<file path="src/rtl/contador_regressivo_bcd.sv">
// Two-digit BCD countdown timer with prescaled tick, terminal-count pulse and
// active-low seven-segment drivers for both digits.
module contador_regressivo_bcd #(
   parameter int TICK_DIV = 50000000,
   parameter int PRE_W    = 26
) (
   input  logic       clk,
   input  logic       rst_n,
   input  logic       carrega,
   input  logic       habilita,
   input  logic [3:0] unid_preset,
   input  logic [1:0] dez_preset,
   output logic [3:0] unid,
   output logic [1:0] dez,
   output logic       ativo,
   output logic       fim,
   output logic [6:0] seg_unid,
   output logic [6:0] seg_dez
);

   typedef enum logic {OCIOSO = 1'b0, CONTANDO = 1'b1} estado_t;

   localparam logic [PRE_W-1:0] PRE_MAX = PRE_W'(TICK_DIV - 1);

   estado_t          estado, estado_nxt;
   logic [3:0]       unid_nxt;
   logic [1:0]       dez_nxt;
   logic [PRE_W-1:0] pre, pre_nxt;
   logic             fim_nxt;
   logic [3:0]       unid_carga;

   function automatic logic [3:0] sat_bcd(input logic [3:0] d);
      return (d > 4'd9) ? 4'd9 : d;
   endfunction

   function automatic logic [6:0] seg7(input logic [3:0] d);
      case (d)
         4'd0:    return 7'b1000000;
         4'd1:    return 7'b1111001;
         4'd2:    return 7'b0100100;
         4'd3:    return 7'b0110000;
         4'd4:    return 7'b0011001;
         4'd5:    return 7'b0010010;
         4'd6:    return 7'b0000010;
         4'd7:    return 7'b1111000;
         4'd8:    return 7'b0000000;
         4'd9:    return 7'b0010000;
         default: return 7'b1111111;
      endcase
   endfunction

   assign unid_carga = sat_bcd(unid_preset);

   always_ff @(posedge clk or negedge rst_n) begin
      if (!rst_n) begin
         estado <= OCIOSO;
         unid   <= 4'd0;
         dez    <= 2'd0;
         pre    <= '0;
         fim    <= 1'b0;
      end else begin
         estado <= estado_nxt;
         unid   <= unid_nxt;
         dez    <= dez_nxt;
         pre    <= pre_nxt;
         fim    <= fim_nxt;
      end
   end

   // Load wins over a tick in the same cycle; it also restarts the period.
   always_comb begin
      estado_nxt = estado;
      unid_nxt   = unid;
      dez_nxt    = dez;
      pre_nxt    = pre;
      fim_nxt    = 1'b0;
      if (carrega) begin
         unid_nxt = unid_carga;
         dez_nxt  = dez_preset;
         pre_nxt  = '0;
         if ((unid_carga == 4'd0) && (dez_preset == 2'd0)) begin
            estado_nxt = OCIOSO;
            fim_nxt    = 1'b1;
         end else begin
            estado_nxt = CONTANDO;
         end
      end else if ((estado == CONTANDO) && habilita) begin
         if (pre == PRE_MAX) begin
            pre_nxt = '0;
            if (unid != 4'd0) begin
               unid_nxt = unid - 4'd1;
            end else if (dez != 2'd0) begin
               unid_nxt = 4'd9;
               dez_nxt  = dez - 2'd1;
            end
            if ((unid == 4'd1) && (dez == 2'd0)) begin
               estado_nxt = OCIOSO;
               fim_nxt    = 1'b1;
            end
         end else begin
            pre_nxt = pre + 1'b1;
         end
      end
   end

   assign ativo    = (estado == CONTANDO);
   assign seg_unid = seg7(unid);
   assign seg_dez  = seg7({2'b00, dez});

endmodule

</file>
<file path="config.mk">
export PLATFORM = sky130hd
export DESIGN_NAME = contador_regressivo_bcd
export DESIGN_NICKNAME = d
export VERILOG_FILES = /design/src/rtl/contador_regressivo_bcd.sv
export SDC_FILE = /design/constraint.sdc
export NUM_CORES = 1
export LEC_CHECK = 0
export CORE_AREA = 10 10 79 81
export DETAILED_ROUTE_END_ITERATION = 6
export DIE_AREA = 0 0 89 91
export PLACE_DENSITY = 0.83
export SLEW_MARGIN = 20
export SYNTH_ARGS = -nofsm -noshare
export SYNTH_HDL_FRONTEND = slang
export SYNTH_SLANG_ARGS = --single-unit
</file>
<file path="constraint.sdc">
create_clock -name clk -period 1.91 [get_ports clk]
set_input_delay 0.573 -clock clk [delete_from_list [all_inputs] [get_ports clk]]
set_output_delay 0.573 -clock clk [all_outputs]
set_load 0.02 [all_outputs]
</file>
==> results of run 1 <==
per-stage QoR:
| stage | instance area, um^2 | setup slack, ps |
|---|---|---|
| floorplan | 2230 | -75.2 |
| finish | 3220 | -202 |
| CTS | 3010 | -153 |
| detailed placement | 2860 | -408 |
| global route | 3220 | -235 |
| global placement | 2860 | -326 |
per-layer routing:
layer / vias to the layer above / routed length [um] / global-route usage / part of all wire
met5: - / 0 / 0 / 0
met4: 0 / 182 / 0.0676 / 0.029
met3: 18 / 365 / 0.0295 / 0.058
met2: 80 / 3150 / 0.250 / 0.50
met1: 1053 / 2630 / 0.175 / 0.42
li1: 1051 / - / - / -
cell usage in the layout (no fill, tap or decap), types with 9 or more instances in the layout:
| cell type | synthesis | final |
|---|---|---|
| a21oi_1 | 14 | 11 |
| buf_4 | 3 | 52 |
| dfrtp_1 | 34 | 32 |
| nand2_1 | 21 | 21 |
| nand3_1 | 16 | 15 |
| nand4_1 | 14 | 14 |
| nor2_1 | 44 | 24 |
| nor2_2 | 0 | 11 |
| nor2_4 | 0 | 9 |
| xor2_1 | 18 | 17 |
flip-flops by register name (all words and copies together), names as in the netlist:
signal	cells
dez	2
unid	4
fim	1
pre	26
ativo	1
critical path, stage by stage, from the launching register on:
cell     delay (ps)
dfrtp_2         450
ha_4            170
or2_4           230
a21oi_4         150
a31oi_1          80
buf_4           170
repair_timing:
item / CTS / global route
buffers inserted: 4 / 2
resized for setup: 87 / 54
cloned: 0 / 1
endpoints found under the setup margin: 23 / 35
pin swaps: 4 / 21
path summary, 6_finish.rpt:
path / cells past startpoint / slack (ps) / end / start
min in group asynchronous: 2 / 650 / ativo / rst_n
setup reg to reg: 6 / -20 / unid[2] / pre[18]
hold reg to reg: 2 / 550 / pre[6] / pre[6]
setup / recovery: 5 / -200 / seg_unid[3] / unid[0]
hold / removal: 2 / 550 / pre[6] / pre[6]
max in group asynchronous: 2 / 1070 / unid[0] / rst_n
Yosys cell counts, types with 2 or more instances:
master     n
clkbuf_1   5
buf_4      3
nand2_1   21
nand3_1   16
ha_1      11
nor2_1    44
a21oi_1   14
nor2b_1    2
inv_1     11
a211oi_1   2
o21ai_0    9
nor4_1     4
o21a_1     2
nand4_1   14
xor2_1    18
or2_2      2
and2_1     3
nand3b_1   2
nand2b_1   4
xnor2_1    3
nand4b_1   2
and3_1     5
nor3_1     5
buf_6      2
a31oi_1    4
o31ai_1    3
mux2i_1    2
dfrtp_1   34
area by class of cell:
cell class	instances	area share
repair buffers	80	0.215
inverters	11	0.0136
clock inverters	2	0.00311
clock buffers	6	0.0225
multi-input cells	204	0.460
flip-flops and latches	34	0.265
well taps	54	0.0210
power by group through the flow:
stage / Sequential, mW / Combinational (mW) / Clock [mW]
after detailed placement: 0.769 / 0.465 / 0
after CTS: 0.757 / 0.477 / 0.515
after floorplan: 0.784 / 0.210 / 0
after global placement: 0.767 / 0.452 / 0
final: 0.761 / 0.515 / 0.506
after global routing: 0.762 / 0.553 / 0.552
cell families (layout without fill, tap and decap cells):
kind of cell             Yosys count  in the layout
other                              1              1
multiplexers                       2              2
flip-flops                        34             34
buffers and inverters             23             99
adder cells (fa/ha/maj)           11             11
XOR/XNOR                          21             21
AO/OA/AOI/OAI                     39             39
AND/OR/NAND/NOR                  130            130
==> reports/results.ini, run 1 <==
[run_status]
status = finished with violations
failed_checks = negative setup slack

[logic_synthesis]
ys.flop_type = dfrtp_1
synthCells = 261
syn-num-nets = 282
async_flop_share = 1.00
synth_cell_types = 42
synthTopCellsByArea = dfrtp_1, nor2_1, xor2_1
yosys.area_share.simple = 0.297
synth.largest_area_cell = dfrtp_1
yosys.area_share.adder = 0.0620
yosysSeqAreaShare = 0.383
synth_edf_count = 0
synth_top_family_by_area = simple AND/OR/NAND/NOR gates
synth.area.mux_share = 0.00901
synth_top_area_share = 0.383
yosys.area_share.xor_xnor = 0.0828
synth_seq_cells = 34
synth.cell_area_um2 = 2220
syn_area_per_cell_um2 = 8.51
yosysWarnings = 0
synth-compound-area-share = 0.106

[timing]
timing.fmax_mhz = 473
finalSetupViolCount = 23
slew_viol_final = 0
skew_ps = 10.4
setup_slack_ps = -202
period_share = 1.11
fin_tns_setup_ps = -884
finalHoldViolCount = 0
whs_ps = 552
period_minus_slack_ps = 2110
rsz0062_at_grt = yes

[clock_network]
cts_sinks = 34
root_buffer = clkbuf_8
cts_tree = yes
clk_pin_slew_ps = 70
clk_latency_ps = 290
cts_inserted_buffers = 5
hold_buffers = 0
h-tree-depth = 2
cts_buffer_depth = 2

[global_routing]
track_usage = 0.148
gr-total-overflow = 0
grt_pass1_vias = 2155
antenna_found_initial = 0
grt_pass1_wl_mm = 9.80
grt_max_degree = 35

[cells_and_area]
layout.area.seq_um2 = 853
n_fill_cell = 308
nNetsFinal = 357
antenna_cells = 0
stdcell_count = 391
drive_gt1_frac = 0.356
area_delta_synth_final_pct = 45.1
final_util = 0.692
multi_input_area_um2 = 1480

[detailed_routing]
wl_per_cell_um = 16.2
ant_nets = 0
drcViolationCount = 0
drt-pass1-iter-count = 4
routed_wl_mm = 6.33
viasPerCell = 5.63
first_iter_violations = 234
vias = 2202

[power]
ir_drop_mv = 0.360
power.switching_mw = 0.553
power_density_nw_per_um2 = 553
seqPwrFrac = 0.427
leakage_nw = 1.39
p_comb_frac = 0.289
clockPowerShare = 0.284
switching_share = 0.311
finalPower_mw = 1.78
p_int_mw = 1.23

[floorplanning]
dieArea_um2 = 8100
core-area_um2 = 4660
die_y_um = 91
rows = 25
io_pins = 32
die_width_um = 89
initial_core_util = 0.477

[placement]
port_buffers = 30
dpl.cell_count = 376
gp_congestion = 0.864
hpwl_mm = 4.26

[worst_setup_path]
crit_required_ps = 1340
arrival_ps = 1540
crit_type = reg2out
critical_path.startpoint_type = register
cp-end-kind = primary output
crit_fanout = 4

[min_path]
hold_class = reg2reg

[job]
max_cap_violations = 0

No activity file was read; power rests on OpenSTA's default activity.
==> inputs of run 2 (changes only) <==
Settings changed: CTS_BUF_LIST from default to sky130_fd_sc_hd__clkbuf_8 sky130_fd_sc_hd__clkbuf_16.
==> run 2 against run 1 <==
The run still ends with negative setup slack left. Global-route usage did not move. Sequential power barely moved. Wire length down 0.28%. First-iteration DRC count is 6.0% lower. Power is 0.16% lower. Clock power barely moved. Sequential cell count did not move. Cell area did not move. Utilization did not move. Combinational power about the same. Sequential share of layout area unchanged. Critical endpoint unchanged.
==> reports/results.ini, run 2 (same netlist as run 1, synthesis figures left out) <==
[cells_and_area]
fin_area_um2 = 3220  ; unchanged
multi_input_area_um2 = 1480  ; unchanged
area_delta_synth_final_pct = 45.1  ; unchanged
stdcell_count = 391  ; unchanged
final_common_cell = buf_4  ; unchanged
nNetsFinal = 357  ; unchanged
reg.largest.list = pre x26, unid x4, dez x2  ; unchanged
antenna_cells = 0  ; unchanged
largest_reg_flops = 26  ; unchanged
drive_gt1_frac = 0.356  ; unchanged
n_fill_cell = 308  ; unchanged
regMostFlops = pre  ; unchanged
final_util = 0.692  ; unchanged
final_cell_mix = buf_4, dfrtp_1, nor2_1  ; unchanged
layout.area.seq_um2 = 853  ; unchanged

[detailed_routing]
routed_wl_mm = 6.32  ; was 6.33 mm
ant_nets = 0  ; unchanged
viasPerCell = 5.68  ; was 5.63
first_iter_violations = 220  ; was 234
drt-pass1-iter-count = 4  ; unchanged
wl_per_cell_um = 16.2  ; about the same
vias = 2220  ; was 2,202
drcViolationCount = 0  ; unchanged

[worst_setup_path]
crit_fanout = 4  ; unchanged
crit_family = flip-flops  ; unchanged
cp-end-kind = primary output  ; unchanged
crit_required_ps = 1340  ; about the same
max_stage_delay_ps = 450  ; about the same
arrival_ps = 1540  ; about the same
critical_path.startpoint_type = register  ; unchanged
cp_slowest_cell = dfrtp_2  ; unchanged
crit_path_cell_trace = ha_4 -> or2_4 -> a21oi_4 -> a31oi_1 -> buf_4  ; unchanged
crit_type = reg2out  ; unchanged
worst-path-buf-inv = 1  ; unchanged

[timing]
skew_ps = 9.49  ; was 10.4 ps
finalSetupViolCount = 20  ; was 23
slew_viol_final = 0  ; unchanged
period_minus_slack_ps = 2110  ; about the same
period_share = 1.11  ; about the same
rsz0062_at_grt = yes  ; unchanged
setup_slack_ps = -204  ; was -202 ps
timing.fmax_mhz = 473  ; about the same
finalHoldViolCount = 0  ; unchanged

[placement]
hpwl_mm = 4.26  ; unchanged
pre_cts_ws_ps = -408  ; unchanged
dpl.cell_count = 376  ; unchanged
gp_congestion = 0.864  ; unchanged
port_buffers = 30  ; unchanged
placedInstanceArea_um2 = 2860  ; unchanged

[clock_network]
clk_latency_ps = 290  ; about the same
cts_buffer_depth = 2  ; unchanged
cts_tree = yes  ; unchanged
clk_pin_slew_ps = 70  ; about the same
hold_buffers = 0  ; unchanged
h-tree-depth = 2  ; unchanged
cts_inserted_buffers = 5  ; unchanged
root_buffer = clkbuf_8  ; unchanged
cts_sinks = 34  ; unchanged

[floorplanning]
dieArea_um2 = 8100  ; unchanged
initial_core_util = 0.477  ; unchanged
rows = 25  ; unchanged
io_pins = 32  ; unchanged
die_width_um = 89  ; unchanged
core-area_um2 = 4660  ; unchanged
die_y_um = 91  ; unchanged

[power]
ir_drop_mv = 0.364  ; was 0.360 mV
leakage_nw = 1.40  ; was 1.39 nW
power_density_nw_per_um2 = 552  ; was 553 nW/um^2

[run_status]
status = finished with violations  ; unchanged
failed_checks = negative setup slack  ; unchanged

[global_routing]
track_usage = 0.148  ; unchanged
grt_pass1_vias = 2155  ; unchanged
antenna_found_initial = 0  ; unchanged
grt_max_degree = 35  ; unchanged
gr-total-overflow = 0  ; unchanged
grt_pass1_wl_mm = 9.80  ; unchanged

[min_path]
hold_class = reg2reg  ; unchanged

[job]
max_cap_violations = 0  ; unchanged

[run 2: cell types whose count changed in the layout (fill, tap and decap cells not counted), sizes merged]
cell,previous run,this run
clkbuf,8,7
inv,11,12
[run 2: layout make-up]
| type | count | area share |
|---|---|---|
| multi-input combinational | 204 | 0.460 |
| sequential | 34 | 0.265 |
| timing repair buffer | 80 | 0.215 |
| tap | 54 | 0.0210 |
| clock inverter | 3 | 0.00427 |
| inverter | 11 | 0.0136 |
| clock buffer | 5 | 0.0214 |
[run 2: metrics by stage]
step	TNS, ps	hold slack [ps]	power [mW]
CTS	-831	549	1.74
finish	-867	552	1.78
floorplan	-869	277	0.994
detailed placement	-6930	540	1.23
global placement	-6320	512	1.22
global route	-2330	588	1.86
[run 2: timing repair]
| item | CTS | global route |
|---|---|---|
| resized for setup | 87 | 54 |
| pin swaps | 4 | 21 |
| buffers inserted | 4 | 2 |
| endpoints found under the setup margin | 23 | 35 |
| cloned | 0 | 1 |
[run 2: worst paths after layout]
path | startpoint | slack, ps | end | depth (start not counted)
setup / recovery | unid[0] | -200 | seg_unid[3] | 5
hold / removal | pre[6] | 550 | pre[6] | 2
setup reg to reg | pre[18] | -20 | pre[18] | 6
hold reg to reg | pre[6] | 550 | pre[6] | 2
max in group asynchronous | rst_n | 1070 | unid[0] | 2
min in group asynchronous | rst_n | 640 | ativo | 2
[run 2: where the power goes]
part           total, mW  switching, mW  internal [mW]
Sequential         0.761         0.0234          0.737
Clock              0.503          0.256          0.247
Combinational      0.515          0.276          0.238
Total               1.78          0.556           1.22
[run 2: metal layers]
layer / track usage / up-vias / wire length [um]
met5: 0 / - / 0
met4: 0.0676 / 0 / 157
met3: 0.0295 / 14 / 399
met2: 0.250 / 100 / 3180
met1: 0.175 / 1055 / 2580
li1: - / 1051 / -
[run 2: worst reg2reg max path, delay by kind of cell (launching register included)]
kind / cells / cell delay, ps
simple gates: 5 / 1270
flops: 1 / 380
buf+inv: 1 / 180
==> inputs of run 3 (changes only) <==
Settings changed: CAP_MARGIN from default to 15, CORE_AREA 10 10 79 81 to 10 10 78 80, DIE_AREA 0 0 89 91 to 0 0 88 90, PLACE_DENSITY 0.83 to 0.82.
Clock period 1.91 ns to 2.1 ns, I/O delays scaled along.
==> run 3 against run 2 <==
The run still ends with negative setup slack left. Hold slack worse by 12 ps. Die area fell by 2.2%. Sequential share of layout area is 2.8 points higher. Wire length is 6.3% lower. Critical path depth rose by 1. Clock skew rose by 4.9 ps. Via count shrank 3.6%. Setup slack gained 200 ps. Largest cell class unchanged.
==> reports/results.ini, run 3 (same netlist as run 1, synthesis figures left out) <==
[run_status]
status = finished with violations  ; unchanged
failed_checks = negative setup slack  ; unchanged

[cells_and_area]
fin_area_um2 = 2910  ; was 3220 um^2
n_fill_cell = 373  ; was 308
final_common_cell = nor2_1  ; was buf_4
nNetsFinal = 345  ; was 357
antenna_cells = 0  ; unchanged
regMostFlops = pre  ; unchanged
reg.largest.list = pre x26, unid x4, dez x2  ; unchanged
drive_gt1_frac = 0.225  ; was 0.356
final_cell_mix = nor2_1, buf_4, dfrtp_1  ; was buf_4, dfrtp_1, nor2_1
largest_reg_flops = 26  ; unchanged
area_delta_synth_final_pct = 31.0  ; was 45.1%

[clock_network]
hold_buffers = 0  ; unchanged
clk_pin_slew_ps = 80  ; was 70 ps
cts_inserted_buffers = 5  ; unchanged
cts_tree = yes  ; unchanged
cts_buffer_depth = 2  ; unchanged
cts_sinks = 34  ; unchanged
clk_latency_ps = 290  ; about the same
h-tree-depth = 2  ; unchanged
root_buffer = clkbuf_8  ; unchanged

[floorplanning]
dieArea_um2 = 7920  ; was 8100 um^2
die_y_um = 90  ; was 91 um
die_width_um = 88  ; was 89 um
initial_core_util = 0.483  ; was 0.477
io_pins = 32  ; unchanged
rows = 25  ; unchanged
core-area_um2 = 4600  ; was 4660 um^2

[detailed_routing]
drcViolationCount = 0  ; unchanged
drt-pass1-iter-count = 4  ; unchanged
routed_wl_mm = 5.92  ; was 6.32 mm
ant_nets = 0  ; unchanged
viasPerCell = 5.66  ; was 5.68
vias = 2141  ; was 2,220
first_iter_violations = 126  ; was 220
wl_per_cell_um = 15.7  ; was 16.2 um

[timing]
skew_ps = 14.4  ; was 9.49 ps
finalHoldViolCount = 0  ; unchanged
period_share = 1.00
rsz0062_at_grt = yes  ; unchanged
setup_slack_ps = -7.25  ; was -204 ps
timing.fmax_mhz = 475
finalSetupViolCount = 2  ; was 20
whs_ps = 540  ; was 552 ps
slew_viol_final = 0  ; unchanged
period_minus_slack_ps = 2110

[worst_setup_path]
cp-end-kind = primary output  ; unchanged
crit_required_ps = 1470  ; was 1340 ps
max_stage_delay_ps = 380  ; was 450 ps
crit_family = flip-flops  ; unchanged
crit_fanout = 3  ; was 4
critical_path.startpoint_type = register  ; unchanged
crit_path_cell_trace = inv_2 -> ha_4 -> or2_4 -> a21oi_4 -> a31oi_1 -> buf_2  ; was ha_4 -> or2_4 -> a21oi_4 -> a31oi_1 -> buf_4
arrival_ps = 1480  ; was 1540 ps
crit_type = reg2out  ; unchanged
worst-path-buf-inv = 2  ; was 1
cp_slowest_cell = dfrtp_1  ; was dfrtp_2

[global_routing]
grt_pass1_wl_mm = 10.1  ; was 9.80 mm
grt_max_degree = 35  ; unchanged
top_usage_layer = met2  ; unchanged
grt_use_met3 = 0.0325  ; was 0.0295
gr-total-overflow = 0  ; unchanged
grt_use_met1 = 0.184  ; was 0.175
grt_util_met2 = 0.253  ; was 0.250
antenna_found_initial = 0  ; unchanged
track_usage = 0.151  ; was 0.148
grt_pass1_vias = 2204  ; was 2,155

[placement]
hpwl_mm = 4.32  ; was 4.26 mm
port_buffers = 30  ; unchanged
gp_congestion = 0.849  ; was 0.864
placedInstanceArea_um2 = 2780  ; was 2860 um^2

[job]
max_cap_violations = 0  ; unchanged

[power]
ir_drop_mv = 0.298  ; was 0.364 mV
leakage_nw = 1.33  ; was 1.40 nW
power_density_nw_per_um2 = 533  ; was 552 nW/um^2

[min_path]
hold_class = reg2reg  ; unchanged

run 3: changes by cell type in the layout (fill, tap and decap cells not counted), sizes merged:
cell / before / now
inv: 12 / 13
clkdlybuf4s15: 0 / 2
clkinv: 2 / 0
clkbuf: 7 / 6
clkdlybuf4s50: 8 / 13
buf: 61 / 47
dlygate4sd2: 7 / 3
run 3: timing repair:
| item | CTS | global route |
|---|---|---|
| setup buffers | 1 | 1 |
| pin swaps | 2 | 3 |
| gates resized for setup | 51 | 24 |
| setup endpoints to repair | 14 | 17 |
run 3: metal layers:
| layer | share of wire | wire [um] | vias up |
|---|---|---|---|
| met5 | 0 | 0 | - |
| met4 | 0.010 | 60 | 0 |
| met3 | 0.046 | 270 | 4 |
| met2 | 0.52 | 3060 | 66 |
| met1 | 0.43 | 2530 | 1043 |
| li1 | - | - | 1028 |
run 3: path summary, 6_finish.rpt:
kind	from	to	slack [ps]	cells after the start
max	unid[1]	seg_unid[3]	-7	6
min	pre[25]	pre[25]	540	2
max reg2reg	unid[1]	dez[1]	140	9
min reg2reg	pre[25]	pre[25]	540	2
max in group asynchronous	rst_n	pre[15]	1010	2
min in group asynchronous	rst_n	unid[2]	740	2
run 3: power breakdown:
group / internal [mW] / switching, mW / total [mW]
Clock: 0.219 / 0.230 / 0.449
Combinational: 0.185 / 0.230 / 0.415
Sequential: 0.670 / 0.0175 / 0.688
Total: 1.07 / 0.478 / 1.55
run 3: worst min-delay path, cell delays in order, from the launching register on:
cell and delay (ps):
dfrtp_1 350, xor2_1 70, nor2_1 80
run 3: cell type report:
class	instances	area [um^2]	share of cell area
flip-flops and latches	34	852	0.293
multi-input cells	204	1310	0.449
well taps	54	67.6	0.0232
repair buffers	68	566	0.194
clock inverters	2	7.51	0.00258
clock buffers	5	68.8	0.0236
inverters	11	41.3	0.0142
run 3: per-stage QoR:
step	setup WS [ps]	TNS (ps)	std cells	util	power (mW)
CTS	-40.0	-76.8	377	0.617	1.53
detailed placement	-233	-2520	369	0.605	1.11
finish	-7.25	-12.3	378	0.633	1.55
global placement	-179	-1260	369	0.605	1.10
global route	-94.4	-315	378	0.633	1.62
floorplan	18.4	0	261	-	0.900
